### config.mk
export PLATFORM = sky130hd
export DESIGN_NAME = tt_settle_timer
export DESIGN_NICKNAME = d
export VERILOG_FILES = /design/src/rtl/tt_sweep_checker_settle_timer.sv
export SDC_FILE = /design/constraint.sdc
export NUM_CORES = 1
export LEC_CHECK = 0
export CAP_MARGIN = 20
export CORE_AREA = 5 5 42 44
export CTS_CLUSTER_DIAMETER = 60
export DETAILED_ROUTE_END_ITERATION = 6
export DIE_AREA = 0 0 47 49
export PLACE_DENSITY = 0.53
export SLEW_MARGIN = 20
export SYNTH_ARGS = -nofsm -noshare
export SYNTH_HDL_FRONTEND = slang
export SYNTH_SLANG_ARGS = --single-unit
### constraint.sdc
create_clock -name clk -period 2 [get_ports clk]
set_input_delay 0.2 -clock clk [delete_from_list [all_inputs] [get_ports clk]]
set_output_delay 0.2 -clock clk [all_outputs]
set_load 0.02 [all_outputs]
### src/rtl/tt_sweep_checker_settle_timer.sv
// Settle counter: cleared on load, advanced on enable, and flags the last
// settle cycle so the FSM can move to capture after exactly SETTLE cycles.
module tt_settle_timer #(
    parameter int SETTLE = 4
) (
    input  logic clk,
    input  logic reset,
    input  logic load,
    input  logic en,
    output logic term
);

    logic [7:0] cnt;

    // Count settle cycles; load restarts the count for the next vector.
    always_ff @(posedge clk) begin
        if (reset) begin
            cnt <= 8'd0;
        end else if (load) begin
            cnt <= 8'd0;
        end else if (en) begin
            cnt <= cnt + 8'd1;
        end
    end

    assign term = (cnt == 8'(SETTLE - 1));

endmodule

## Word-level counts from Yosys, hierarchy flattened

Index checks and enable logic that the tools add are counted.

- $add $sub $neg: 1
- Equal/unequal tests: 1
- Reduce and logical (&&, ||, !) cells: 1

Operator list:

| kind | number |
|---|---|
| 8-bit by 1-bit adder with 8-bit output, second input constant | 1 |
| 8-bit by 2-bit equality test with 1-bit output, second input constant | 1 |
| 2-bit OR reduction | 1 |

- Register bits after elaboration: 8
- Input bits: 4
- Output and inout bits: 1
- Logic and storage cells: 4

## Depth between registers and ports, before layout

Gate-level depths: netlist (run 1).

- Word-level depth: 1
- Mapped depth: 4
- Depth with buffers taken out: 4

## Worst setup path before layout (run 1)

OpenSTA, ideal clock, no wires.

- Kind: flip-flop to output port
- Start point: reg cnt[0]
- End point: out term
- Arrival: 1.608 ns
- Required time: 1.800 ns
- Setup slack: 0.192 ns
- Stages on the path, launching flop included: 4
- Buffers on the path: 0
- Cell sequence: dfxtp_1 > ha_1 > or4b_1 > nor4_1

- Cells in the longest elaborated chain, start to end: 1

RTL lines:

| item | line | text |
|---|---|---|
| from (decl) | 13 | `logic [7:0] cnt;` |
| from (signal assigned) | 22 | `cnt <= cnt + 8'd1;` |
| 8-bit by 2-bit equality test with 1-bit output | 26 | `assign term = (cnt == 8'(SETTLE - 1));` |
| to (decl) | 10 | `output logic term` |

Every way passes these cells.

## Final worst setup path (run 1)

Ends and elaborated chain as after synthesis.

==> results of run 1 <==
==> per-stage QoR <==
stage	area (µm²)	hold slack (ns)	total power [mW]
2_1_floorplan	375	0.352	0.176
6_report	479	0.510	0.304
3_5_place_dp	462	0.498	0.186
5_1_grt	479	0.539	0.324
3_3_place_gp	462	0.496	0.186
4_1_cts	483	0.508	0.312
==> tightest hold or removal path, cell delays in order (launching register included) <==
cell                      delay (ns)
sky130_fd_sc_hd__dfxtp_1        0.33
sky130_fd_sc_hd__o21ai_0        0.07
sky130_fd_sc_hd__a21oi_1        0.06
==> synthesized netlist by cell type <==
| master | count | area [µm²] |
|---|---|---|
| sky130_fd_sc_hd__or2_2 | 1 | 6.26 |
| sky130_fd_sc_hd__nand2_1 | 4 | 15.0 |
| sky130_fd_sc_hd__buf_4 | 1 | 7.51 |
| sky130_fd_sc_hd__a21oi_1 | 2 | 10.0 |
| sky130_fd_sc_hd__nand4_1 | 3 | 18.8 |
| sky130_fd_sc_hd__xor2_1 | 3 | 26.3 |
| sky130_fd_sc_hd__clkbuf_1 | 1 | 3.75 |
| sky130_fd_sc_hd__xnor2_1 | 1 | 8.76 |
| sky130_fd_sc_hd__ha_1 | 2 | 25.0 |
| sky130_fd_sc_hd__o21ai_0 | 2 | 10.0 |
| sky130_fd_sc_hd__mux2i_1 | 1 | 10.0 |
| sky130_fd_sc_hd__o31a_1 | 1 | 8.76 |
| sky130_fd_sc_hd__dfxtp_1 | 8 | 160 |
| sky130_fd_sc_hd__o21a_1 | 1 | 7.51 |
| sky130_fd_sc_hd__nor2_1 | 6 | 22.5 |
| sky130_fd_sc_hd__nor4_1 | 2 | 12.5 |
| sky130_fd_sc_hd__or3_1 | 2 | 12.5 |
| sky130_fd_sc_hd__or4b_1 | 1 | 10.0 |
==> cells in the final DEF, fill, tap and decap left out, drive strengths merged <==
master	n
dfxtp	8
nor2	6
buf	5
nand2	4
clkbuf	4
nand4	3
xor2	3
clkdlybuf4s50	3
nor4	2
o21ai	2
or3	2
a21oi	2
ha	2
or4b	1
or2	1
mux2i	1
xnor2	1
o31a	1
o21a	1
==> cells by family after synthesis <==
family | after synthesis | share of synthesized area
fa+ha+maj | 2 | 0.0667
flops | 8 | 0.427
xor+xnor | 4 | 0.0934
simple gates | 19 | 0.260
compound gates | 6 | 0.0967
buf+inv | 2 | 0.0300
mux | 1 | 0.0267
==> cell type report <==
class,count,area (µm²)
fillers,160,922
well taps,16,20.0
flip-flops and latches,8,160
repair buffers,9,72.6
multi-input cells,32,204
clock buffers,3,22.5
==> layer usage <==
layer	GRT usage	wire (µm)	up-vias
li1	-	-	172
met2	0.0950	293	6
met1	0.0839	319	140
met5	0	0	-
met4	0.0276	8	0
met3	0.0554	51	2
==> worst max path at each step <==
stage | to | depth (start not counted)
after floorplan | term | 3
after global placement | term | 4
after detailed placement | term | 4
after CTS | term | 4
after global routing | term | 4
final | term | 4
==> where the power goes <==
group          leakage [nW]  internal [mW]  switching, mW
Sequential           0.0646          0.161       0.000786
Clock                0.0138         0.0686         0.0533
Combinational         0.104         0.0120        0.00885
Total                 0.183          0.242         0.0630
==> flow_summary.yaml, run 1 <==
hold_path:
  timing.hold.worst_endpoint: "cnt[6]"
  type_of_the_worst_min_delay_path: "reg2reg"
  worstHoldStart: "cnt[6]"
  worstHoldPathCells: 2
clock_tree:
  cts_hold_repair.buffers: 0
  clock_tree.buffer_depth: 2
  clock_sinks: 8
  postCtsSetupRepairBufs: 0
  postCtsResizedCells: 1
  cts_inserted_buffers: 3
  path_clk_slew_ns: 0.05
  cts_tree: "built"
  insertion_delay_ns: 0.25
  cts_root_buf: "sky130_fd_sc_hd__clkbuf_4"
  cts.htree.levels: 1
die:
  num_rows: 14
  die_y_um: 49
  die_width_um: 47
  floorplan.initialDensity: 0.268
  core_area_um2: 1400
  die-area_um2: 2300
  floorplan.io_pins: 5
worst_setup_path:
  cell_chain_critical_path: "ha_1 > or4b_1 > nor4_1 > clkbuf_2"
  critical_path.max_stage_delay_ns: 0.42
  crit_family: "simple AND/OR/NAND/NOR gates"
  worst_path_max_delay_cell: "sky130_fd_sc_hd__or4b_1"
  timing.critical_path.to_type: "output pin"
  worst-endpoint-arrival_ns: 1.58
  reg2reg_setup_slack_ns: 0.65
  worstPathBufferInverterCount: 1
  worstSetupStartpoint: "cnt[0]"
  ff2ff_path_depth: 5
  setup.worst_path.start_class: "flip-flop"
  worstSetupPathType: "reg2out"
  worst_r2r_endpoint: "cnt[6]"
  critPathRequiredTime_ns: 1.80
  worst-path-max-fanout: 2
  worstReg2RegStart: "cnt[0]"
final_layout:
  n_antenna_cell: 0
  flip_flop_count_of_the_largest_register_after_layout: 8
  layout-drive-gt1-share: 0.192
  register_with_the_most_flip_flops: "cnt"
  area_growth_syn_to_layout_pct: 27.7
  layout_top_registers: "cnt x8"
  final_nets: 60
  final_cells: 68
  finish.utilization: 0.342
synthesis:
  number_of_different_library_cells_in_the_post_synthesis_netlist: 18
  synth_seq_area_share: 0.427
  netlist_area_um2: 375
  syn_inst: 42
  ys_ff_latch: 8
  synth.net_count: 48
  post_synth.cell_area_avg_um2: 8.94
  ys_warn_count: 0
grt:
  grt_start_max_net_pins: 8
  gr-total-overflow: 0
  first_pass_grt_wire_length_mm: 1.15
  grt_antenna_before_repair: 0
  grt_util_all_layers: 0.0712
  first_global_vias: 291
timing:
  grt_setup_unrepaired: "false"
  worst_clock_skew_ns: 0.00222
  hold_viol_final: 0
  fin_ws_ns: 0.217
  final_cycle_share: 0.891
  worstMarginPinSlew_ns: 0.251
  slew_headroom: 0.831
  finalSetupViolations: 0
  max_clock_freq_mhz: 561
  period_needed_ns: 1.78
  final-max-slew-violation-count: 0
  setup_total_negative_slack_ns: 0
outcome:
  run_status: "complete, no violations"
placed_design:
  place_congestion: 0.712
  hpwl_um: 545
  place_ws_ns: 0.0483
  io_buffer_count: 4
  placed_cells_incl_taps: 65
detailed_routing:
  route.detailed.vias_per_inst: 4.71
  route.vias.total: 320
  drc_errors: 0
  drt_first_iter_violations: 3
  routed_wirelength_um: 673
  drt_first_pass_iters: 2
  average_detailed_routed_wire_length_per_instance_um: 9.90
  ant_nets: 0
power_and_ir_drop:
  vdd_drop_max_mv: 0.255
  powerDensity_nw_per_um2: 635
  cellLeakagePower_nw: 0.183
run:
  drv_cap: 0
Note: power is estimated with default switching activity, not from simulation.
==> run 2, diff against run 1 <==
PLACE_DENSITY = 0.55   (was 0.53)
clock period = 1.6 ns   (was 2 ns; I/O delays follow)
==> run 2 against run 1 <==
Effect of this change: the run now ends with setup timing left; first-iteration DRC count is 67% higher; sequential cell count is the same; worst hold slack improved by 0.028 ns; routed wire length is 16% higher; worst setup slack worse by 0.31 ns; sequential power increased by 25%; core utilization up 3.3 points; via count rose by 4.1%; largest cell class unchanged; combinational power rose by 27%; register-to-register slack worse by 0.31 ns; sequential share of layout area is 2.5 points lower; non-clock buffer count increased by 3.
==> flow_summary.yaml, run 2 (same netlist as run 1, synthesis figures left out) <==
outcome:
  run_status: "finished with violations"
  violated_checks: "setup timing"
worst_setup_path:
  worst_path_max_delay_cell: "sky130_fd_sc_hd__or4b_4"
  crit_family: "simple AND/OR/NAND/NOR gates"
  critPathRequiredTime_ns: 1.44
  worst_r2r_endpoint: "cnt[6]"
  setup.worst_path.start_class: "flip-flop"
  worst-path-max-fanout: 2
  worstSetupPathType: "reg2out"
  worstReg2RegStart: "cnt[0]"
  timing.critical_path.to_type: "output pin"
  ff2ff_path_depth: 5
  worstPathBufferInverterCount: 1
  critical_path.max_stage_delay_ns: 0.48
  cell_chain_critical_path: "ha_1 > or4b_4 > nor4_4 > buf_4"
  reg2reg_setup_slack_ns: 0.34
  worst-endpoint-arrival_ns: 1.53
timing:
  worst_clock_skew_ns: 0.00538
  slew_headroom: 0.851
  grt_setup_unrepaired: "true"
  worstMarginPinSlew_ns: 0.221
  fin_ws_ns: -0.0919
  hold_viol_final: 0
  final_cycle_share: 1.06
  final-max-slew-violation-count: 0
  period_needed_ns: 1.69
  max_clock_freq_mhz: 591
  final.hold.worst_slack_ns: 0.538
  finalSetupViolations: 1
final_layout:
  register_with_the_most_flip_flops: "cnt"
  layout_commonest_cell: "sky130_fd_sc_hd__buf_4"
  final_nets: 63
  area_growth_syn_to_layout_pct: 40.0
  layout-drive-gt1-share: 0.309
  layout.cells.most_common_list: "sky130_fd_sc_hd__buf_4, sky130_fd_sc_hd__nor2_1, sky130_fd_sc_hd__dfxtp_1, sky130_fd_sc_hd__nand2_1"
  stdcell_area_um2: 526
  layout_top_registers: "cnt x8"
  finish.utilization: 0.375
  flip_flop_count_of_the_largest_register_after_layout: 8
  n_antenna_cell: 0
placed_design:
  io_buffer_count: 4
  place_ws_ns: -0.279
  placed_area_um2: 490
  place_congestion: 0.713
  hpwl_um: 559
detailed_routing:
  drc_errors: 0
  detail_route.wirelength.met1_um: 340
  routed_met2_length_um: 378
  average_detailed_routed_wire_length_per_instance_um: 11.0
  top_layer_used: "met4"
  ant_nets: 0
  route.detailed.vias_per_inst: 4.69
  wl_met3_um: 57
  drt_first_iter_violations: 5
  route.vias.total: 333
  drt_first_pass_iters: 4
  routed_wirelength_um: 784
clock_tree:
  clock_sinks: 8
  postCtsSetupRepairBufs: 0
  clock_tree.buffer_depth: 2
  cts_inserted_buffers: 3
  cts_root_buf: "sky130_fd_sc_hd__clkbuf_4"
  cts_tree: "built"
  cts.htree.levels: 1
  insertion_delay_ns: 0.26
  path_clk_slew_ns: 0.06
grt:
  grt_start_max_net_pins: 8
  grt_antenna_before_repair: 0
  gr-total-overflow: 0
  first_global_vias: 327
  first_pass_grt_wire_length_mm: 1.40
  grt_util_all_layers: 0.0861
run:
  drv_cap: 0
die:
  floorplan.io_pins: 5
  die-area_um2: 2300
  core_area_um2: 1400
  floorplan.initialDensity: 0.268
  die_width_um: 47
  die_y_um: 49
  num_rows: 14
power_and_ir_drop:
  p_int_mw: 0.303
  powerDensity_nw_per_um2: 743
  power_switching_mw: 0.0876
  vdd_drop_max_mv: 0.399
  cellLeakagePower_nw: 0.203
  power.combinational.fraction: 0.068
  p_sw_frac: 0.224
  seq_power_share: 0.518
  total_power_mw: 0.390
  share_clk_of_total_power: 0.414
hold_path:
  timing.hold.worst_endpoint: "cnt[6]"
  type_of_the_worst_min_delay_path: "reg2reg"
  worstHoldStart: "cnt[6]"
  worstHoldPathCells: 2
[run 2: cell types whose count changed in the layout (fill, tap and decap cells not counted), sizes merged]
cell    delta
clkbuf     -1
buf        +4
[run 2: worst max-delay path by stage]
| stage | from | endpoint | slack, ns | depth (start not counted) |
|---|---|---|---|---|
| 6_report | cnt[0] | term | -0.09 | 4 |
| 5_1_grt | cnt[0] | term | -0.19 | 4 |
| 4_1_cts | cnt[0] | term | -0.09 | 4 |
| 3_5_place_dp | cnt[0] | term | -0.28 | 4 |
| 3_3_place_gp | cnt[0] | term | -0.28 | 4 |
| 2_1_floorplan | cnt[0] | term | 0.05 | 3 |
[run 2: per-stage QoR]
stage          TNS [ns]  std cells
2_1_floorplan         0         42
3_3_place_gp     -0.278         68
3_5_place_dp     -0.279         68
4_1_cts         -0.0871         71
5_1_grt          -0.192         71
6_report        -0.0919         71
[run 2: tightest hold or removal path, delay by kind of cell (launching register included)]
kind,cells,cell delay (ns)
flip-flops,1,0.35
AO/OA/AOI/OAI,2,0.15
[run 2: layout make-up]
type / count / area (µm²)
tap: 16 / 20.0
sequential: 8 / 163
fill: 151 / 876
timing repair buffer: 12 / 97.6
multi-input combinational: 32 / 223
clock buffer: 3 / 22.5
[run 2: power by group through the flow]
stage / sequential (mW) / combinational (mW) / clock [mW]
floorplan: 0.207 / 0.0126 / 0
global placement: 0.206 / 0.0262 / 0
detailed placement: 0.206 / 0.0266 / 0
CTS: 0.202 / 0.0268 / 0.173
global route: 0.203 / 0.0298 / 0.183
finish: 0.202 / 0.0266 / 0.162
[run 2: routing by layer]
layer | up-vias | GRT usage
met4 | 0 | 0.0415
met2 | 8 | 0.106
met1 | 147 | 0.113
met5 | - | 0
met3 | 2 | 0.0554
li1 | 176 | -
[run 2: repair_timing]
action	in CTS	in global routing
endpoints found under the hold margin	0	0
setup endpoints to repair	1	1
gates resized for setup	7	3
hold buffers	0	0
gates cloned	0	0
